--- src/rtl/keypad_scan_ctrl.sv ---
// 4x4 matrix keypad scanner with debounce, key-event handshake and a 4-digit BCD entry register.
// Optional auto-repeat while a single key is held: define KEYPAD_REPEAT_EN.
`timescale 1ns/1ps

module keypad_scan_ctrl #(
   parameter int SCAN_DIV       = 50000,
   parameter int DEBOUNCE_SCANS = 4,
   parameter int REPEAT_DELAY   = 40,
   parameter int REPEAT_RATE    = 10
) (
   input  logic       clk,
   input  logic       rst,
   input  logic [3:0] kp_row,
   output logic [3:0] kp_col,
   output logic       key_valid,
   input  logic       key_ready,
   output logic [3:0] key_code,
   output logic       key_overrun,
   output logic [3:0] bcd_data_0,
   output logic [3:0] bcd_data_1,
   output logic [3:0] bcd_data_2,
   output logic [3:0] bcd_data_3,
   output logic       entry_valid
);

   localparam int SlotW = $clog2(SCAN_DIV);
   localparam logic [SlotW-1:0] SlotLast = SlotW'(SCAN_DIV - 1);

   // Debounce and repeat counters share one width wide enough for either limit.
   localparam int CntMaxA = (DEBOUNCE_SCANS > REPEAT_DELAY) ? DEBOUNCE_SCANS : REPEAT_DELAY;
   localparam int CntMax  = (CntMaxA > REPEAT_RATE) ? CntMaxA : REPEAT_RATE;
   localparam int CntW    = $clog2(CntMax + 1);
   localparam logic [CntW-1:0] DebTarget = CntW'(DEBOUNCE_SCANS);
`ifdef KEYPAD_REPEAT_EN
   localparam logic [CntW-1:0] RepDelay = CntW'(REPEAT_DELAY);
   localparam logic [CntW-1:0] RepRate  = CntW'(REPEAT_RATE);
`endif

   typedef enum logic [1:0] {
      S_IDLE,
      S_HELD,
      S_LOCK
   } state_t;

   logic [3:0]       rowMeta_q;
   logic [3:0]       rowSync_q;
   logic [SlotW-1:0] slot_q;
   logic [1:0]       colIdx_q;
   logic [15:0]      snap_q;
   logic [15:0]      prevSnap_q;
   logic [15:0]      stable_q;
   logic [15:0]      snapFull;
   logic [CntW-1:0]  match_q, match_d;
   logic             scanDone_q;
   logic             slotEnd;
   logic             colEnd;

   state_t           state_q, state_d;
   logic [3:0]       heldCode_q, heldCode_d;
`ifdef KEYPAD_REPEAT_EN
   logic [CntW-1:0]  rep_q, rep_d;
`endif
   logic [4:0]       keyCount;
   logic [3:0]       keyIdx;
   logic             emit;

   logic             keyValid_q, keyValid_d;
   logic [3:0]       keyCode_q, keyCode_d;
   logic             overrun_q, overrun_d;
   logic             accept;

   logic [3:0][3:0]  bcd_q, bcd_d;
   logic [2:0]       digits_q, digits_d;

   assign slotEnd = (slot_q == SlotLast);
   assign colEnd  = slotEnd && (colIdx_q == 2'd3);

   always_ff @(posedge clk) begin
      if (rst) begin
         rowMeta_q <= 4'hF;
         rowSync_q <= 4'hF;
      end else begin
         rowMeta_q <= kp_row;
         rowSync_q <= rowMeta_q;
      end
   end

   // The snapshot with the current column's pressed rows merged in.
   always_comb begin
      snapFull = snap_q;
      for (int r = 0; r < 4; r++) begin
         snapFull[{r[1:0], colIdx_q}] = ~rowSync_q[r];
      end
   end

   always_comb begin
      if (snapFull == prevSnap_q) begin
         match_d = (match_q >= DebTarget) ? match_q : match_q + CntW'(1);
      end else begin
         match_d = CntW'(1);
      end
   end

   always_ff @(posedge clk) begin
      if (rst) begin
         slot_q     <= '0;
         colIdx_q   <= 2'd0;
         snap_q     <= '0;
         prevSnap_q <= '0;
         stable_q   <= '0;
         match_q    <= '0;
         scanDone_q <= 1'b0;
      end else begin
         scanDone_q <= colEnd;
         if (slotEnd) begin
            slot_q   <= '0;
            colIdx_q <= colIdx_q + 2'd1;
            snap_q   <= snapFull;
         end else begin
            slot_q <= slot_q + SlotW'(1);
         end
         if (colEnd) begin
            prevSnap_q <= snapFull;
            match_q    <= match_d;
            if (match_d >= DebTarget) begin
               stable_q <= snapFull;
            end
         end
      end
   end

   assign kp_col = ~(4'b0001 << colIdx_q);

   // Bit index of a pressed key equals its key value, so the last set bit is the code.
   always_comb begin
      keyCount = '0;
      keyIdx   = '0;
      for (int i = 0; i < 16; i++) begin
         if (stable_q[i]) begin
            keyCount = keyCount + 5'd1;
            keyIdx   = i[3:0];
         end
      end
   end

   always_ff @(posedge clk) begin
      if (rst) begin
         state_q    <= S_IDLE;
         heldCode_q <= '0;
`ifdef KEYPAD_REPEAT_EN
         rep_q      <= '0;
`endif
      end else begin
         state_q    <= state_d;
         heldCode_q <= heldCode_d;
`ifdef KEYPAD_REPEAT_EN
         rep_q      <= rep_d;
`endif
      end
   end

   always_comb begin
      state_d    = state_q;
      heldCode_d = heldCode_q;
      emit       = 1'b0;
`ifdef KEYPAD_REPEAT_EN
      rep_d      = rep_q;
`endif
      if (scanDone_q) begin
         case (state_q)
            S_IDLE: begin
               if (keyCount == 5'd1) begin
                  emit       = 1'b1;
                  heldCode_d = keyIdx;
                  state_d    = S_HELD;
`ifdef KEYPAD_REPEAT_EN
                  rep_d      = RepDelay;
`endif
               end else if (keyCount != 5'd0) begin
                  state_d = S_LOCK;
               end
            end
            S_HELD: begin
               if ((keyCount == 5'd1) && (keyIdx == heldCode_q)) begin
`ifdef KEYPAD_REPEAT_EN
                  if (rep_q <= CntW'(1)) begin
                     emit  = 1'b1;
                     rep_d = RepRate;
                  end else begin
                     rep_d = rep_q - CntW'(1);
                  end
`endif
               end else begin
                  state_d = (keyCount == 5'd0) ? S_IDLE : S_LOCK;
`ifdef KEYPAD_REPEAT_EN
                  rep_d   = '0;
`endif
               end
            end
            S_LOCK: begin
               if (keyCount == 5'd0) begin
                  state_d = S_IDLE;
               end
            end
            default: begin
               state_d = S_IDLE;
            end
         endcase
      end
   end

   // A new event may load in the same cycle the pending one is accepted.
   assign accept = keyValid_q && key_ready;

   always_comb begin
      keyValid_d = keyValid_q;
      keyCode_d  = keyCode_q;
      overrun_d  = 1'b0;
      if (accept) begin
         keyValid_d = 1'b0;
      end
      if (emit) begin
         if (!keyValid_q || accept) begin
            keyValid_d = 1'b1;
            keyCode_d  = keyIdx;
         end else begin
            overrun_d = 1'b1;
         end
      end
   end

   always_comb begin
      bcd_d    = bcd_q;
      digits_d = digits_q;
      if (emit) begin
         if (keyIdx < 4'd10) begin
            bcd_d    = {bcd_q[2:0], keyIdx};
            digits_d = (digits_q == 3'd4) ? 3'd4 : digits_q + 3'd1;
         end else if (keyIdx == 4'd10) begin
            bcd_d    = {4'd0, bcd_q[3:1]};
            digits_d = (digits_q == 3'd0) ? 3'd0 : digits_q - 3'd1;
         end else if (keyIdx == 4'd11) begin
            bcd_d    = '0;
            digits_d = 3'd0;
         end
      end
   end

   always_ff @(posedge clk) begin
      if (rst) begin
         keyValid_q <= 1'b0;
         keyCode_q  <= '0;
         overrun_q  <= 1'b0;
         bcd_q      <= '0;
         digits_q   <= '0;
      end else begin
         keyValid_q <= keyValid_d;
         keyCode_q  <= keyCode_d;
         overrun_q  <= overrun_d;
         bcd_q      <= bcd_d;
         digits_q   <= digits_d;
      end
   end

   assign key_valid   = keyValid_q;
   assign key_code    = keyCode_q;
   assign key_overrun = overrun_q;
   assign bcd_data_0  = bcd_q[0];
   assign bcd_data_1  = bcd_q[1];
   assign bcd_data_2  = bcd_q[2];
   assign bcd_data_3  = bcd_q[3];
   assign entry_valid = (digits_q != 3'd0);

endmodule
--- config.mk ---
export PLATFORM = sky130hd
export DESIGN_NAME = keypad_scan_ctrl
export DESIGN_NICKNAME = d
export VERILOG_FILES = /design/src/rtl/keypad_scan_ctrl.sv
export SDC_FILE = /design/constraint.sdc
export NUM_CORES = 1
export LEC_CHECK = 0
export ABC_AREA = 1
export CORE_MARGIN = 5
export CORE_UTILIZATION = 64
export CTS_CLUSTER_SIZE = 40
export DETAILED_ROUTE_END_ITERATION = 8
export DONT_BUFFER_PORTS = 1
export PLACE_DENSITY = 0.83
export SLEW_MARGIN = 15
export SYNTH_ARGS = -nofsm -noshare
export SYNTH_HDL_FRONTEND = slang
export SYNTH_SLANG_ARGS = --single-unit
--- constraint.sdc ---
create_clock -name clk -period 8.51 [get_ports clk]
set_input_delay 1.2765 -clock clk [delete_from_list [all_inputs] [get_ports clk]]
set_output_delay 1.2765 -clock clk [all_outputs]
set_load 0.01 [all_outputs]
After elaboration in Yosys (flattened, before gate mapping):

Cells that the tools add are included.

* register bits: 112
* output and inout bits: 27
* logic and storage cells: 158

* $add $sub $neg: 20
* order comparisons: 11
* equality and inequality tests: 13
* shifts and indexed selects: 1
* multiplexer cells: 66
* bitwise gates (word level): 6
* reductions and logical operators: 22

Operators by type and width (count)
* $add A5 B1 Y5 const B: 15
* $mux W5: 15
* $bwmux W16: 4
* $mux W4: 14
* $mux W16: 3
* $add A16 B1 Y16 const B: 1
* $eq A16 B16 Y1: 1
* $eq A16 B16 Y1 const B: 1
* $mux W3: 5
* $mux W1: 13
* $ge A6 B3 Y1 const B: 2
* $mux W6: 2
* $lt A4 B5 Y1 const B: 2
* $mux W2: 5
* $demux W1 S2: 4
* $eq A4 B4 Y1 const B: 2
* $ge A4 B1 Y1 const B: 2
* $logic_and A1 B1 Y1: 7
* $add A6 B1 Y6 const B: 1
* $pmux W2 S3: 1
* $reduce_and A2 Y1: 3
* $reduce_bool A3 Y1: 2
* $eq A5 B1 Y1 const B: 1
* $logic_not A5 Y1: 1
* 25 further kinds: 32

Depth between registers and ports, before layout:

Gate-level depths: netlist of run 1.

* word-level depth: 37
* gate-level depth with buffers: 58
* gate-level depth less buffers: 57

Least setup slack after synthesis of run 1:

Ideal clock, no wire load.

* path kind: register -> register
* start point: reg stable_q[0]
* end point: reg bcd_q (netlist bit bcd_data_2[2])
* setup time: 0.113 ns
* arrival: 7.670 ns
* data required time: 8.397 ns
* slack: 0.727 ns
* cell stages (with the launch flop): 57
* period minus slack after synthesis: 7.783 ns
* cell sequence: dfxtp_1 inv_1 ha_1 inv_1 nand2_2 nand2_1 inv_1 ha_1 nand2_1 nand2_1 ha_1 or2_1 nand2_1 inv_1 ha_1 nand2_1 nand2_2 ha_1 [... 21 more ...] nand2_1 nand2_2 ha_1 or2_2 o21ai_2 inv_1 ha_1 o21ai_1 inv_1 nor2_2 nand3_2 nor2_4 nand2_4 nor2_8 inv_6 buf_12 nor2_2 nor2_1

* longest elaborated chain between the ends: 36

Ends and longest elaborated chain
* start: declaration: line 51 `logic [15:0] stable_q;`
* start signal: assignment: line 126 `stable_q <= snapFull;`
* $mux W1 *: line 139 `if (stable_q[i]) begin`
* $add A5 B1 Y5: line 140 `keyCount = keyCount + 5'd1;`
* $mux W5 *: line 139
* $add A5 B1 Y5: line 140
* $mux W5 *: line 139
* $add A5 B1 Y5: line 140
* $mux W5 *: line 139
* $add A5 B1 Y5: line 140
* [... 20 more ...]
* $mux W5 *: line 139
* $add A5 B1 Y5: line 140
* $mux W5 *: line 139
* $eq A5 B1 Y1 *: line 172 `if (keyCount == 5'd1) begin`
* $mux W1 *: line 172
* $mux W1 *: line 170 `case (state_q)`
* $mux W1 *: line 169 `if (scanDone_q) begin`
* $reduce_and A2 Y1 (no source line) *
* end signal: assignment: line 254 `bcd_q <= '0;`
* end signal: assignment: line 260 `bcd_q <= bcd_d;`
* end: declaration: line 72 `logic [3:0][3:0] bcd_q, bcd_d;`

Mark *: on every way between the ends. The rest lies on a longest branch, timed or not.
A chain may end at the register's enable or synchronous reset.

Final worst setup path of run 1:

* start point: reg stable_q[0]
* end point: reg digits_q[0]

* longest elaborated chain between the ends: 36

Ends and longest elaborated chain
* $mux W1 *: line 139
* $add A5 B1 Y5: line 140
* $mux W5 *: line 139
* $add A5 B1 Y5: line 140
* $mux W5 *: line 139
* $add A5 B1 Y5: line 140
* $mux W5 *: line 139
* $add A5 B1 Y5: line 140
* [... 20 more ...]
* $mux W5 *: line 139
* $add A5 B1 Y5: line 140
* $mux W5 *: line 139
* $eq A5 B1 Y1 *: line 172
* $mux W1 *: line 172
* $mux W1 *: line 170
* $mux W1 *: line 169
* $reduce_and A2 Y1 (no source line) *
* end signal: assignment: line 261 `digits_q <= digits_d;`
* end: declaration: line 73 `logic [2:0] digits_q, digits_d;`

Marks and branches as above.

==> impl_metrics.yaml, run 1 <==
drt:
  final_antenna_net_count: 0
  wirelength_mm: 13.62
  drtIter0Drc: 377
  avgRoutedWirePerCell_um: 12.12
  drc: 0
  routed-via-count: 5890
  dr.pass1.iters: 5
  viasPerCell: 5.245
placed_design:
  preCtsSetupSlack_ns: 0.1564
  io_buffers: 0
  place_area_um2: 6691
  gp_congestion: 0.8515
  dp_hpwl_mm: 9.854
worst_hold_path:
  hold_depth: 1
  hold_start: "rowMeta_q[3]$_SDFF_PP1_"
  min-delay-path-class: "reg -> reg"
global_route:
  grt_overflow: 0
  grtUsageTotal_pct: 21.71
  grt_max_degree: 57
  grt_pass1_vias: 5536
  grt_pass1_wl_mm: 23.45
  antenna_found_initial: 0
sta:
  worstMarginPinSlew_ns: 0.9727
  timing.fmax_ghz: 0.1244
  maxSlewViolCount: 0
  min_period_ns: 8.037
  fin_crit_sh_pct: 94.45
  slew_headroom_pct: 35.09
  setup_violations: 0
  worst_slack_ns: 0.4726
  finClkSkew_ns: 0.009293
  finalHoldViolCount: 0
logic_synthesis:
  netlist.area_leader.share_pct: 33.73
  synth_edf_count: 0
  yosysWarnings: 0
  synthAdderAreaFrac_pct: 5.083
  synth_largest_area_cell: "dfxtp_1"
  synth_most_common_cell: "nand2_1"
  synth_fp_nets: 1013
  synthMuxAreaShare_pct: 0.1506
  synth_xor_area_share_pct: 3.031
  synth.top_cells.by_count: "nand2_1 (233), inv_1 (138), dfxtp_1 (112), nor2_1 (92), a21oi_1 (61)"
  synth_cells: 979
  async_flop_share_pct: 0
  syn_area_per_cell_um2: 6.789
  yosysSeqAreaShare_pct: 33.73
  synth-compound-area-share_pct: 14.95
  synth_area_leaders: "dfxtp_1 (34%), nand2_1 (13%), inv_1 (7.8%)"
  synth_top_family_by_area: "simple AND/OR/NAND/NOR gates"
  ys.flop_type: "dfxtp_1"
  ys_types: 49
  post_synth_and_or_nand_nor_area_fraction_pct: 32.61
  synth-seq-cells: 112
  syn-cell-area_um2: 6646
worst_setup_path:
  path_max_fanout: 5
  crit_path_start_kind: "flip-flop"
  crit_start: "stable_q[0]$_SDFFE_PP0P_"
  crit-reg2reg-launch: "stable_q[0]$_SDFFE_PP0P_"
  cp.arrival_ns: 8.34
  critPathKind: "reg -> reg"
  slowest_delay_ns: 0.35
  crit_path_top_delay_cell: "dfxtp_2"
  reg2reg_slack_ns: 0.47
  crit_path_end_kind: "flip-flop"
  worstPathRequired_ns: 8.82
  critPathMostFrequentCell: "nand2_2"
  reg2regPathDepth: 55
clock_network:
  clockBufferDepth: 2
  clk_pin_slew_worst_paths_ns: 0.10
  ctsHoldBuffers: 0
  cts_tree: "done"
  numCtsBuffers: 9
  ctsHtreeMaxLevel: 3
  clock_sinks: 112
  root_buffer: "clkbuf_8"
  clk_latency_ns: 0.37
power:
  internal_power_w: 0.0006694
  irDropWorstVdd_uv: 118.7
  power_density_nw_per_um2: 121.0
  power.switching_w: 0.0001860
  p_leak_nw: 3.339
  power_frac_seq_pct: 61.8
  swShare_pct: 21.75
  pwr-share-comb_pct: 1.9
  clock_power_share_pct: 36.3
layout:
  drive_above_1_share_pct: 11.85
  nets: 1016
  area_growth_pct: 6.325
  antenna_cells: 0
  regArea_um2: 2245
  n_fill_cell: 874
  multi_input_area_um2: 3816
  post-route-cell-area_um2: 7067
  postLayoutCoreUtil_pct: 69.07
die:
  io_pins: 34
  num_rows: 37
  die-area_um2: 12520
  start_util_pct: 64.96
  core-area_um2: 10230
  dieHeight_um: 111.9
  die_x_um: 111.9
run_status:
  status: "complete, no violations"
flow_run:
  drv_cap: 0
## power by group through the flow
stage / Clock [W] / Sequential (W) / Combinational [W]
floorplan: 0 / 0.000540 / 0.0000159
global placement: 0 / 0.000541 / 0.0000162
detailed placement: 0 / 0.000541 / 0.0000165
global route: 0.000339 / 0.000529 / 0.0000195
finish: 0.000310 / 0.000529 / 0.0000166
CTS: 0.000316 / 0.000529 / 0.0000166
## repair_timing
| action | 4_1_cts | 5_1_grt |
|---|---|---|
| gates resized for setup | 0 | 26 |
| setup buffers | 0 | 10 |
| setup endpoints to repair | 0 | 31 |
## kinds of logic (layout without fill, tap and decap cells)
logic type	Yosys count	after routing
flops	112	112
buf+inv	168	175
mux	1	1
fa+ha+maj	27	27
simple gates	474	475
compound gates	174	174
xor+xnor	23	23
## metal layers
layer | up-vias | global-route usage [%] | part of all wire, %
met1 | 2617 | 27.29 | 47
met2 | 97 | 37.53 | 48
met5 | - | 0 | 0
met4 | 0 | 6.894 | 1.5
li1 | 3157 | - | -
met3 | 19 | 4.130 | 3.9
## placed cells by master, fill, tap and decap left out, drive strengths merged, types with 4 or more instances in the layout
master / instances
buf: 11
o21a: 13
nand4: 7
xnor2: 6
nand3: 71
ha: 27
o22ai: 7
nor4: 5
nand2: 260
a211oi: 14
o21ai: 65
nand3b: 6
nor3: 6
clkinv: 8
a2bb2oi: 4
xor2: 17
or2: 12
inv: 144
a21boi: 4
dfxtp: 112
a21oi: 61
clkbuf: 11
nor2: 105
## critical path: cells and delay by family, from the launching register on
| family | cells | cell delay (ns) |
|---|---|---|
| flops | 1 | 0.35 |
| fa+ha+maj | 14 | 3.77 |
| simple gates | 31 | 3.02 |
| compound gates | 3 | 0.29 |
| buf+inv | 7 | 0.51 |
## state kept, by name, indices dropped and copies added, names as in the netlist
signal and cells:
rowMeta_q 4, key_overrun 1, bcd_data_3 4, bcd_data_2 4, slot_q 16, rowSync_q 4
bcd_data_1 4, colIdx_q 2, heldCode_q 4, key_valid 1, state_q 2, stable_q 16
snap_q 16, scanDone_q 1, digits_q 3, prevSnap_q 16, key_code 4, match_q 6
bcd_data_0 4
## stage by stage
step	power, W	hold slack (ns)	instances	setup TNS (ns)
detailed placement	0.0005574	0.3932	1096	0
finish	0.0008554	0.4170	1123	0
global placement	0.0005570	0.3916	1096	0
floorplan	0.0005560	0.3895	979	0
CTS	0.0008614	0.4167	1112	0
global route	0.0008875	0.4434	1123	-0.3227
## final timing paths
check	end
hold reg to reg	rowSync_q[3]$_SDFF_PP1_
setup / recovery	digits_q[0]$_SDFFE_PP0P_
hold / removal	rowSync_q[3]$_SDFF_PP1_
setup reg to reg	digits_q[0]$_SDFFE_PP0P_
## layout make-up
class | count | share of cell area, %
Clock buffer | 11 | 1.859
Timing Repair Buffer | 11 | 1.222
Multi-Input combinational cell | 700 | 54.00
Inverter | 148 | 7.950
Tap cell | 136 | 2.408
Clock inverter | 5 | 0.7967
Sequential cell | 112 | 31.76
Note: power is estimated with default switching activity, not from simulation.
==> inputs of run 2 (changes only) <==
--- a/config.mk
+++ b/config.mk
@@ -11,6 +11,7 @@
 export CTS_CLUSTER_SIZE = 40
 export DETAILED_ROUTE_END_ITERATION = 8
 export DONT_BUFFER_PORTS = 1
+export GPL_TIMING_DRIVEN = 0
 export PLACE_DENSITY = 0.83
 export SLEW_MARGIN = 15
 export SYNTH_ARGS = -nofsm -noshare
==> impl_metrics.yaml, run 2 (same netlist as run 1, synthesis figures left out) <==
flow_run:
  drv_cap: 0
clock_network:
  clk_pin_slew_worst_paths_ns: 0.11
  ctsHtreeMaxLevel: 3
  root_buffer: "clkbuf_8"
  clock_sinks: 112
  ctsHoldBuffers: 0
  clockBufferDepth: 2
  cts_tree: "done"
  clk_latency_ns: 0.39
  numCtsBuffers: 9
drt:
  wirelength_mm: 14.09
  drc: 0
  routed-via-count: 6060
  drtIter0Drc: 433
  final_antenna_net_count: 0
  dr.pass1.iters: 6
  avgRoutedWirePerCell_um: 12.37
  viasPerCell: 5.320
sta:
  maxSlewViolCount: 0
  min_period_ns: 8.043
  setup_tns_ns: 0
  fin_crit_sh_pct: 94.51
  finalHoldViolCount: 0
  finClkSkew_ns: 0.01340
  slew_headroom_pct: 51.21
  worstMarginPinSlew_ns: 0.7292
  timing.fmax_ghz: 0.1243
  setup_violations: 0
layout:
  final_cell_mix: "nand2_1 (222), inv_1 (134), dfxtp_1 (110)"
  layout_commonest_cell: "nand2_1"
  antenna_cells: 0
  nets: 1032
  n_fill_cell: 885
  area_growth_pct: 7.624
  drive_above_1_share_pct: 11.86
  post-route-cell-area_um2: 7153
worst_setup_path:
  crit_path_top_delay_cell: "dfxtp_2"
  path_max_fanout: 10
  crit_path_start_kind: "flip-flop"
  crit_path_end_kind: "flip-flop"
  reg2reg_slack_ns: 0.47
  critPathKind: "reg -> reg"
  worstPathRequired_ns: 8.79
  slowest_delay_ns: 0.35
  cp.arrival_ns: 8.33
  critPathMostFrequentCell: "nand2_2"
die:
  io_pins: 34
  die-area_um2: 12520
  die_x_um: 111.9
  dieHeight_um: 111.9
  num_rows: 37
  start_util_pct: 64.96
  core-area_um2: 10230
power:
  clock_power_share_pct: 37.1
  swShare_pct: 23.05
  irDropWorstVdd_uv: 122.5
  power.switching_w: 0.0002015
  p_leak_nw: 3.380
  internal_power_w: 0.0006728
  pwr-share-comb_pct: 2.5
  power_frac_seq_pct: 60.5
  power_density_nw_per_um2: 122.2
worst_hold_path:
  min-delay-path-class: "reg -> reg"
global_route:
  grt_max_degree: 20
  grt_overflow: 0
  antenna_found_initial: 0
  grtUsageTotal_pct: 22.67
  grt_pass1_wl_mm: 24.27
  grt_pass1_vias: 5455
placed_design:
  place_area_um2: 6817
  gp_congestion: 0.8443
  io_buffers: 0
  dp_hpwl_mm: 10.36
run_status:
  status: "complete, no violations"
[run 2: cell types whose count changed in the layout (fill, tap and decap cells not counted), moves of 2 or more]
cell	change
inv_1	-2
inv_2	+2
clkbuf_1	+10
clkinv_2	-2
nand2_2	-2
clkinvlp_4	+2
clkbuf_8	+2
nand2_1	+2
buf_1	+2
[run 2: through the flow]
stage	worst slack, ns	hold WS [ns]	total power [W]	std cells	util [%]
2_1_floorplan	0.7271	0.3895	0.0005560	979	-
3_3_place_gp	0.2447	0.3909	0.0005615	1115	66.63
3_5_place_dp	0.1409	0.3940	0.0005619	1115	66.63
4_1_cts	0.09062	0.4185	0.0008775	1131	68.61
5_1_grt	-0.08849	0.4442	0.0009038	1139	69.92
6_report	0.4668	0.4171	0.0008743	1139	69.92
[run 2: layer usage]
| metal | global-route usage, % | share of wire (%) |
|---|---|---|
| met2 | 40.17 | 50 |
| met3 | 3.370 | 4.4 |
| met1 | 28.56 | 44 |
| met5 | 0 | 0 |
| met4 | 6.488 | 1.6 |
[run 2: worst max-delay path, delay by kind of cell, from the launching register on]
| kind | cells | cell delay, ns |
|---|---|---|
| compound gates | 2 | 0.25 |
| fa+ha+maj | 14 | 3.77 |
| buf+inv | 8 | 0.52 |
| flops | 1 | 0.35 |
| simple gates | 32 | 3.05 |
[run 2: cell type report]
| class | count | area (um2) | area share, % |
|---|---|---|---|
| inverter | 148 | 564.3 | 7.889 |
| sequential | 112 | 2245 | 31.38 |
| timing repair buffer | 8 | 60.06 | 0.8396 |
| multi-input combinational | 699 | 3779 | 52.82 |
| clock buffer | 9 | 123.9 | 1.732 |
| buffer | 20 | 132.6 | 1.854 |
| tap | 136 | 170.2 | 2.379 |
| clock inverter | 7 | 78.83 | 1.102 |
[run 2: what timing repair did]
item / in CTS / in global routing
setup endpoints to repair: 0 / 31
setup buffers: 0 / 8
resized for setup: 0 / 24
[run 2: final timing paths]
check | start | end | depth (start not counted)
worst min register to register | rowMeta_q[3]$_SDFF_PP1_ | rowSync_q[3]$_SDFF_PP1_ | 1
worst min-delay path | rowMeta_q[3]$_SDFF_PP1_ | rowSync_q[3]$_SDFF_PP1_ | 1
worst max register to register | stable_q[0]$_SDFFE_PP0P_ | bcd_data_0[0]$_SDFFE_PP0P_ | 56
worst max-delay path | stable_q[0]$_SDFFE_PP0P_ | bcd_data_0[0]$_SDFFE_PP0P_ | 56
[run 2: power groups by stage]
stage / Clock, W / Sequential (W) / Combinational (W)
2_1_floorplan: 0 / 0.000540 / 0.0000159
3_3_place_gp: 0 / 0.000541 / 0.0000208
3_5_place_dp: 0 / 0.000541 / 0.0000211
4_1_cts: 0.000328 / 0.000529 / 0.0000214
5_1_grt: 0.000350 / 0.000529 / 0.0000244
6_report: 0.000324 / 0.000529 / 0.0000215
